==> src/rtl/id_ex_elastic_stage_pkg.sv <==
// Shared definitions for the decode->execute elastic stage.
// Holds:
//   - the payload field layout (offsets and widths, LSB first);
//   - the NOP payload that is driven downstream as a bubble;
//   - the buffer state encoding.
package id_ex_elastic_stage_pkg;

    localparam int PAYLOAD_W = 160;

    // Payload layout, LSB first. Bits above ALUOP are spare padding.
    localparam int INST_OFF   = 0;
    localparam int INST_W     = 32;
    localparam int DSLOT_OFF  = 32;   // [0]=is_in_delayslot, [1]=next_inst_in_delayslot
    localparam int DSLOT_W    = 2;
    localparam int LINK_OFF   = 34;
    localparam int LINK_W     = 32;
    localparam int WREG_OFF   = 66;
    localparam int WD_OFF     = 67;
    localparam int WD_W       = 5;
    localparam int REG2_OFF   = 72;
    localparam int REG2_W     = 32;
    localparam int REG1_OFF   = 104;
    localparam int REG1_W     = 32;
    localparam int ALUSEL_OFF = 136;
    localparam int ALUSEL_W   = 3;
    localparam int ALUOP_OFF  = 139;
    localparam int ALUOP_W    = 8;

    localparam logic [ALUOP_W-1:0] ALUOP_NOP = 8'h00;

    // NOP: aluop=NOP and wreg=0; every other field is zero.
    localparam logic [PAYLOAD_W-1:0] NOP_PAYLOAD =
        PAYLOAD_W'(ALUOP_NOP) << ALUOP_OFF;

    // Number of valid entries held by the buffer.
    typedef enum logic [1:0] {
        ST_EMPTY = 2'd0,
        ST_ONE   = 2'd1,
        ST_TWO   = 2'd2
    } buf_state_e;

endpackage

==> src/rtl/id_ex_elastic_stage_skid_buf.sv <==
// elastic_skid_buf: valid/ready handshake with a main entry and, when
// SKID=1, a second skid entry.
//
//   state    | meaning
//   ---------+-------------------------------------------------
//   ST_EMPTY | nothing held; dn_valid=0
//   ST_ONE   | main entry valid and presented downstream
//   ST_TWO   | main and skid both valid; upstream is stalled
//
// Ports:
//   clk, rst              clock, synchronous active-high reset
//   flush                 drop all held entries at the edge
//   up_valid/up_ready     upstream handshake, up_data payload
//   dn_valid/dn_ready     downstream handshake, dn_data = raw main entry
//   occupancy             number of valid entries (registered)
module elastic_skid_buf
    import id_ex_elastic_stage_pkg::*;
#(
    parameter int DATA_W = 160,
    parameter int SKID   = 1
) (
    input  logic              clk,
    input  logic              rst,
    input  logic              flush,
    input  logic              up_valid,
    output logic              up_ready,
    input  logic [DATA_W-1:0] up_data,
    output logic              dn_valid,
    input  logic              dn_ready,
    output logic [DATA_W-1:0] dn_data,
    output logic [1:0]        occupancy
);

    buf_state_e        state_q, state_d;
    logic              rdy_q;
    logic [DATA_W-1:0] main_q, skid_q;
    logic              xfer_in, xfer_out;
    logic              load_main, load_skid, main_from_skid;

    assign dn_valid  = (state_q != ST_EMPTY);
    assign dn_data   = main_q;
    assign occupancy = state_q;
    // With the skid entry, ready is a flop; without it, ready looks through.
    assign up_ready  = (SKID != 0) ? rdy_q : (!dn_valid || dn_ready);

    assign xfer_in  = up_valid && up_ready;
    assign xfer_out = dn_valid && dn_ready;

    always_comb begin
        state_d        = state_q;
        load_main      = 1'b0;
        load_skid      = 1'b0;
        main_from_skid = 1'b0;
        if (flush) begin
            state_d = ST_EMPTY;
        end else begin
            case (state_q)
                ST_EMPTY: begin
                    if (xfer_in) begin
                        state_d   = ST_ONE;
                        load_main = 1'b1;
                    end
                end
                ST_ONE: begin
                    if (xfer_in && xfer_out) begin
                        load_main = 1'b1;
                    end else if (xfer_in && (SKID != 0)) begin
                        state_d   = ST_TWO;
                        load_skid = 1'b1;
                    end else if (xfer_out) begin
                        state_d = ST_EMPTY;
                    end
                end
                ST_TWO: begin
                    if (xfer_out) begin
                        state_d        = ST_ONE;
                        load_main      = 1'b1;
                        main_from_skid = 1'b1;
                    end
                end
                default: state_d = ST_EMPTY;
            endcase
        end
    end

    always_ff @(posedge clk) begin
        if (rst) begin
            state_q <= ST_EMPTY;
            rdy_q   <= 1'b1;
        end else begin
            state_q <= state_d;
            rdy_q   <= (state_d != ST_TWO);
        end
    end

    // Payload flops carry no reset; the state register alone decides validity.
    always_ff @(posedge clk) begin
        if (load_main) main_q <= main_from_skid ? skid_q : up_data;
        if (load_skid) skid_q <= up_data;
    end

endmodule

==> src/rtl/id_ex_elastic_stage.sv <==
// id_ex_elastic_stage: decode->execute pipeline register with valid/ready
// handshake, optional skid entry, NOP bubble insertion and a saturating
// backpressure counter.
//
// Ports:
//   clk, rst              clock, synchronous active-high reset
//   flush                 kill all held entries (mispredict / exception)
//   up_valid/up_ready     decode handshake, up_data payload
//   dn_valid/dn_ready     execute handshake, dn_data payload (BUBBLE_VAL when idle)
//   occupancy             entries held: 0, 1 or 2
//   bp_cycles             cycles with dn_valid && !dn_ready, saturating
module id_ex_elastic_stage
    import id_ex_elastic_stage_pkg::*;
#(
    parameter int                DATA_W     = 160,
    parameter logic [DATA_W-1:0] BUBBLE_VAL = DATA_W'(NOP_PAYLOAD),
    parameter int                SKID       = 1,
    parameter int                CNT_W      = 16
) (
    input  logic              clk,
    input  logic              rst,
    input  logic              flush,
    input  logic              up_valid,
    output logic              up_ready,
    input  logic [DATA_W-1:0] up_data,
    output logic              dn_valid,
    input  logic              dn_ready,
    output logic [DATA_W-1:0] dn_data,
    output logic [1:0]        occupancy,
    output logic [CNT_W-1:0]  bp_cycles
);

    logic [DATA_W-1:0] main_data;
    logic [CNT_W-1:0]  bp_q;

    elastic_skid_buf #(
        .DATA_W (DATA_W),
        .SKID   (SKID)
    ) u_buf (
        .clk       (clk),
        .rst       (rst),
        .flush     (flush),
        .up_valid  (up_valid),
        .up_ready  (up_ready),
        .up_data   (up_data),
        .dn_valid  (dn_valid),
        .dn_ready  (dn_ready),
        .dn_data   (main_data),
        .occupancy (occupancy)
    );

    // Execute never sees a stale payload: idle cycles carry the NOP bubble.
    assign dn_data = dn_valid ? main_data : BUBBLE_VAL;

    always_ff @(posedge clk) begin
        if (rst) begin
            bp_q <= '0;
        end else if (dn_valid && !dn_ready && (bp_q != '1)) begin
            bp_q <= bp_q + CNT_W'(1);
        end
    end

    assign bp_cycles = bp_q;

endmodule
==> config.mk <==
export PLATFORM = sky130hd
export DESIGN_NAME = id_ex_elastic_stage
export DESIGN_NICKNAME = d
export VERILOG_FILES = /design/src/rtl/id_ex_elastic_stage_pkg.sv /design/src/rtl/id_ex_elastic_stage_skid_buf.sv /design/src/rtl/id_ex_elastic_stage.sv
export SDC_FILE = /design/constraint.sdc
export NUM_CORES = 1
export LEC_CHECK = 0
export BUFFER_PORTS_ARGS = -buffer_cell sky130_fd_sc_hd__buf_2
export CORE_MARGIN = 10
export CORE_UTILIZATION = 38
export CTS_CLUSTER_DIAMETER = 80
export CTS_CLUSTER_SIZE = 25
export DETAILED_ROUTE_END_ITERATION = 10
export HOLD_SLACK_MARGIN = 0.1
export MAX_ROUTING_LAYER = met4
export PLACE_DENSITY_LB_ADDON = 0.05
export SLEW_MARGIN = 10
export SYNTH_ARGS = -nofsm -noshare
export SYNTH_HDL_FRONTEND = slang
export SYNTH_SLANG_ARGS = --single-unit
==> constraint.sdc <==
create_clock -name clk -period 65.4 [get_ports clk]
set_input_delay 13.08 -clock clk [delete_from_list [all_inputs] [get_ports clk]]
set_output_delay 13.08 -clock clk [all_outputs]
set_load 0.02 [all_outputs]
==> summary.md, run 1 <==
| Metric | Value |
|---|---|
| Antenna-violating nets left | `0` |
| Internal | `0.3204 mW` |
| Synth Warn # | `0` |
| Number of synthesized flops with an enable pin | `320` |
| DR DRC count | `0` |
| Max Clk Rate | `0.06257 GHz` |
| Input/output buffers | `344` |
| Hold Crit Class | `flop to flop` |
| Sw frac | `22.73%` |
| Hold_buf cts | `0` |
| Clock Latency Late Sink | `0.53 ns` |
| Total die area | `43910 sq um` |
| Pleak | `6.331 nW` |
| Number of I/O pins | `345` |
| Total track usage | `15.17%` |
| DPL Wire Length | `22490 um` |
| Cts bufs inserted | `21` |
| Synth cell types | `43` |
| H-tree levels | `1` |
| RSZ-0062 raised after global routing | `false` |
| Cells resized by post-CTS repair | `0` |
| Clock-pin slew on the worst setup and hold paths | `0.09 ns` |
| Clk sinks | `339` |
| PwrDens | `25.03 nW/um^2` |
| CP Launch Type | `flop` |
| Post-synthesis sequential area ratio | `73.17%` |
| Share of cells above drive strength 1 | `40.23%` |
| WP data required | `52.32 ns` |
| Combinational Power Share | `6.4%` |
| Cell depth of the worst setup path | `4` |
| Post-route cell area | `16570 sq um` |
| Slowest CP cell | `buf_4` |
| Number of synthesized register bits | `339` |
| Congestion Overflow GR | `0` |
| Wire length per cell | `21.02 um` |
| Die W | `209.6 um` |
| First-pass GRT wire length | `50840 um` |
| Buffer count from post-CTS setup fixing | `0` |
| Switching pwr | `0.09427 mW` |
| Slew @ Worst Pin | `1.063 ns` |
| Largest net degree at the start of global routing | `161` |
| Reg2reg path depth | `5` |
| Fin cells | `1615` |
| Synthesized area | `13650 sq um` |
| CTS tree | `done` |
| Most common cell in the synthesized netlist | `edfxtp_1` |
| Final period util | `24.44%` |
| Max Cap Viol | `0` |
| Minimum clock period | `15.98 ns` |
| CP Capture Type | `output pin` |
| Initial antenna violation count | `12` |
| RD Place Congestion | `0.7363` |
| Core area | `35480 sq um` |
| CTS root buffer | `clkbuf_16` |
| Most used DFF post-synth | `edfxtp_1` |
| Top cell type's share of synthesized area | `70.38%` |
| Post-synth top cells | `edfxtp_1 (320), and2_1 (161), mux2_1 (100), mux2_2 (65), clkbuf_1 (20)` |
| Max-slew headroom | `29.11%` |
| Site Rows | `69` |
| Slowest stage delay, CP | `0.80 ns` |
| Initial core utilization | `38.48%` |
| Mapped Cells | `796` |
| Nets@finish | `1294` |
| Ranking of synthesized cells by area | `edfxtp_1 (70%), mux2_1 (8.2%), and2_1 (7.4%)` |
| CP delay by family, top | `buffers and inverters` |
| Max Slew Vio Count | `0` |
| Vias post-DR | `7678` |
| TritonRoute pass-1 iters | `4` |
| Status | `finished clean` |
| Chip height | `209.6 um` |
| Total Wirelength | `33960 um` |
| Clock share of power | `34.6%` |
| Hold WS | `0.5230 ns` |
| Clock Tree Buf Depth | `3` |
| Finish-stage setup viols | `0` |
| CP Cell Sequence | `or2_4 -> buf_4 -> and2_1 -> buf_2` |
| Hold path cells | `2` |
| Vias per cell | `4.754` |
| Setup Crit Path Kind | `flop to output pin` |
| Post-synth ARST share | `0%` |
| Peak supply drop | `0.01792 mV` |
| CP Max Fanout | `108` |
| Reg power frac | `59.1%` |
| Vias in the first global route | `7952` |
| Critical path buffers and inverters | `2` |
| Hold Fails Final Rpt | `0` |
| Clock skew | `0.01912 ns` |
| Area Overhead vs Synth | `21.35%` |
| 1st-iter DRT viols | `390` |
| Post-Place Cells | `1566` |
| Placed cell areas | `15840 sq um` |
| Sum Neg Setup Slack | `0 ns` |
| Critical path data arrival time | `2.90 ns` |
| Synthesized net count | `962` |
| Mapped Avg Cell Area | `17.15 sq um` |
| Post-synth top area cell | `edfxtp_1` |
[per-stage QoR]
step,setup WS (ns),total power [mW],utilization (%)
after floorplan,35.90,0.2650,-
after global placement,49.95,0.2768,44.65
after detailed placement,49.89,0.2771,44.65
after CTS,49.30,0.4220,46.60
after global routing,49.10,0.4323,46.69
final,49.42,0.4147,46.69
[worst paths after layout]
check | startpoint | endpoint | slack [ns]
max | u_buf.occupancy[1]$_SDFF_PP0_ | dn_data[129] | 49.42
max reg2reg | u_buf.occupancy[1]$_SDFF_PP0_ | u_buf.dn_data[70]$_DFFE_PP_ | 62.92
min | bp_cycles[0]$_SDFFE_PP0P_ | bp_cycles[0]$_SDFFE_PP0P_ | 0.52
min reg2reg | bp_cycles[0]$_SDFFE_PP0P_ | bp_cycles[0]$_SDFFE_PP0P_ | 0.52
[area by class of cell]
class                           count  area (sq um)
Antenna cell                       13         32.53
Clock buffer                       21         525.5
Clock inverter                     15         166.4
Fill cell                        3210         18910
Inverter                            3         11.26
Multi-Input combinational cell    415          3477
Sequential cell                   339          9990
Tap cell                          461         576.8
Timing Repair Buffer              348          1789
[power groups by stage]
stage          clock (mW)  sequential (mW)  combinational [mW]
2_1_floorplan           0            0.251              0.0139
6_report            0.143            0.245              0.0265
5_1_grt             0.157            0.245              0.0293
4_1_cts             0.150            0.245              0.0274
3_5_place_dp            0            0.250              0.0272
3_3_place_gp            0            0.250              0.0268
[sequential cells by signal (all words and copies together), names as in the netlist]
signal / cells
bp_cycles: 16
u_buf.dn_data: 160
u_buf.occupancy: 2
u_buf.skid_q: 160
u_buf.up_ready: 1
[kinds of logic (layout without fill, tap and decap cells)]
logic type,Yosys count,in the layout,share of synthesized area (%)
xor gates and xnor gates,1,1,0.06416
other,0,13,0
DFF,339,339,73.17
buffers and inverters,42,387,1.549
AOI/OAI and AO/OA,21,21,1.081
muxes,166,166,13.72
adders and majority gates,1,1,0.09163
and+or+nand+nor,226,226,10.33
[cell usage in the layout, fill, tap and decap left out, types with 4 or more instances in the layout]
cell	count
and2_1	161
o31ai_1	4
nor3_1	6
nor4_1	5
clkbuf_16	21
or4_1	6
nand3_1	5
nand2_1	8
mux2_2	65
dfxtp_1	19
nor2_1	10
buf_2	344
mux2_1	100
a21oi_1	8
edfxtp_1	320
nor2b_1	7
diode_2	13
[layer usage]
| layer | part of all wire [%] | track usage (%) |
|---|---|---|
| met1 | 45 | 19.58 |
| met2 | 45 | 22.76 |
| met3 | 8.6 | 5.553 |
| met4 | 1.0 | 2.679 |
| met5 | 0 | - |
[worst register-to-register path: cells and delay by family (launching register included)]
kind,cells,cell delay [ns]
buf+inv,1,0.66
flops,1,0.49
mux,1,0.56
simple gates,3,0.52
Power figures use the tool's default switching activity.
==> run 2: changes to the inputs <==
Clock period 65.4 ns to 13.8 ns, I/O delays scaled along.
==> summary.md, run 2 (same netlist as run 1, synthesis figures left out) <==
| Metric | Value |
|---|---|
| PwrDens | `119.1 nW/um^2` |
| Max Slew Vio Count | `0` |
| Antenna-violating nets left | `0` |
| DPL Wire Length | `22700 um` |
| Reg power frac | `58.8%` |
| Fin cells | `1615` |
| Buffer count from post-CTS setup fixing | `0` |
| CP Launch Point | `u_buf.occupancy[1]$_SDFF_PP0_` |
| Peak supply drop | `0.09220 mV` |
| Hold Fails Final Rpt | `0` |
| Slew @ Worst Pin | `1.049 ns` |
| H-tree levels | `1` |
| Area Overhead vs Synth | `21.37%` |
| Critical path data arrival time | `2.95 ns` |
| Core area | `35480 sq um` |
| Footprint of the multi-input gates | `3486 sq um` |
| Vias post-DR | `7678` |
| Hold_buf cts | `0` |
| Pre-CTS setup slack | `8.405 ns` |
| Combinational Power Share | `6.4%` |
| Share of cells above drive strength 1 | `40.23%` |
| Reg2reg path depth | `5` |
| Switching pwr | `0.4521 mW` |
| Final WS setup | `8.091 ns` |
| CTS root buffer | `clkbuf_16` |
| Most common cell after layout, fill and taps aside | `buf_2` |
| Cts bufs inserted | `21` |
| Internal | `1.521 mW` |
| Initial antenna violation count | `13` |
| Total track usage | `15.11%` |
| Finish-stage setup viols | `0` |
| Pleak | `6.347 nW` |
| Crit path to | `dn_data[137]` |
| RSZ-0062 raised after global routing | `false` |
| Site Rows | `69` |
| Sum Neg Setup Slack | `0 ns` |
| Sw frac | `22.91%` |
| Total Wirelength | `33730 um` |
| CP Launch Type | `flop` |
| Congestion Overflow GR | `0` |
| Cells resized by post-CTS repair | `0` |
| Setup Crit Path Kind | `flop to output pin` |
| Hold Crit Class | `flop to flop` |
| RD Place Congestion | `0.7130` |
| DR DRC count | `0` |
| Max Clk Rate | `0.1752 GHz` |
| TritonRoute pass-1 iters | `4` |
| Die W | `209.6 um` |
| Clock skew | `0.03038 ns` |
| CTS tree | `done` |
| Clock Latency Late Sink | `0.55 ns` |
| Vias in the first global route | `8058` |
| Chip height | `209.6 um` |
| Input/output buffers | `344` |
| 1st-iter DRT viols | `391` |
| Clock-pin slew on the worst setup and hold paths | `0.10 ns` |
| Largest net degree at the start of global routing | `161` |
| Final period util | `41.37%` |
| Storage cell area | `9990 sq um` |
| R2R Path End | `u_buf.dn_data[53]$_DFFE_PP_` |
| Number of I/O pins | `345` |
| Minimum clock period | `5.709 ns` |
| Clock share of power | `34.8%` |
| CP Capture Type | `output pin` |
| WP data required | `11.04 ns` |
| Wire length per cell | `20.89 um` |
| First-pass GRT wire length | `50800 um` |
| Fillers | `3217` |
| Clock Tree Buf Depth | `3` |
| Status | `finished clean` |
| CP Max Fanout | `85` |
| Max-slew headroom | `30.04%` |
| Post-Place Cells | `1568` |
| RR Startpoint | `u_buf.occupancy[1]$_SDFF_PP0_` |
| Initial core utilization | `38.48%` |
| Max Cap Viol | `0` |
| Vias per cell | `4.754` |
| Total die area | `43910 sq um` |
| Most frequent cells in the layout | `buf_2 (344), edfxtp_1 (320), and2_1 (161)` |
| R2R setup slack | `10.64 ns` |
| Nets@finish | `1296` |
| Clk sinks | `339` |
run 2: worst min path at each step:
stage	endpoint	start	cells after the start	slack [ns]
finish	bp_cycles[13]$_SDFFE_PP0P_	bp_cycles[13]$_SDFFE_PP0P_	2	0.51
global route	u_buf.dn_data[127]$_DFFE_PP_	u_buf.skid_q[127]$_DFFE_PP_	1	0.54
CTS	bp_cycles[13]$_SDFFE_PP0P_	bp_cycles[13]$_SDFFE_PP0P_	2	0.52
detailed placement	bp_cycles[13]$_SDFFE_PP0P_	bp_cycles[13]$_SDFFE_PP0P_	2	0.50
global placement	bp_cycles[13]$_SDFFE_PP0P_	bp_cycles[13]$_SDFFE_PP0P_	2	0.50
floorplan	u_buf.dn_data[100]$_DFFE_PP_	u_buf.skid_q[100]$_DFFE_PP_	1	0.51
run 2: per-stage QoR:
step	area, sq um	total power [mW]	utilization [%]	hold slack (ns)
after floorplan	13660	1.255	-	0.5083
after global placement	15840	1.312	44.65	0.4979
after detailed placement	15840	1.313	44.65	0.5026
after CTS	16540	2.004	46.61	0.5187
after global routing	16570	2.053	46.70	0.5371
final	16570	1.973	46.70	0.5120
run 2: power groups by stage:
| stage | combinational [mW] | sequential (mW) | clock, mW |
|---|---|---|---|
| 2_1_floorplan | 0.0658 | 1.19 | 0 |
| 3_3_place_gp | 0.129 | 1.18 | 0 |
| 3_5_place_dp | 0.129 | 1.18 | 0 |
| 4_1_cts | 0.130 | 1.16 | 0.714 |
| 5_1_grt | 0.140 | 1.16 | 0.750 |
| 6_report | 0.126 | 1.16 | 0.688 |
run 2: per-layer routing:
layer | part of all wire, % | global-route usage [%]
met4 | 1.7 | 2.952
met5 | 0 | -
met1 | 44 | 19.04
met3 | 8.5 | 5.360
met2 | 46 | 23.21
run 2: layout make-up:
| class | count | area share, % |
|---|---|---|
| antenna | 13 | 0.1963 |
| clock buffer | 22 | 3.194 |
| clock inverter | 12 | 1.004 |
| inverter | 3 | 0.06796 |
| multi-input combinational | 415 | 21.04 |
| sequential | 339 | 60.28 |
| tap | 461 | 3.481 |
| timing repair buffer | 350 | 10.74 |
run 2: worst max-delay path, cell delays in order, from the launching register on:
cell     delay (ns)
dfxtp_1        0.51
or2_4          0.66
buf_4          0.67
and2_1         0.26
buf_2          0.18
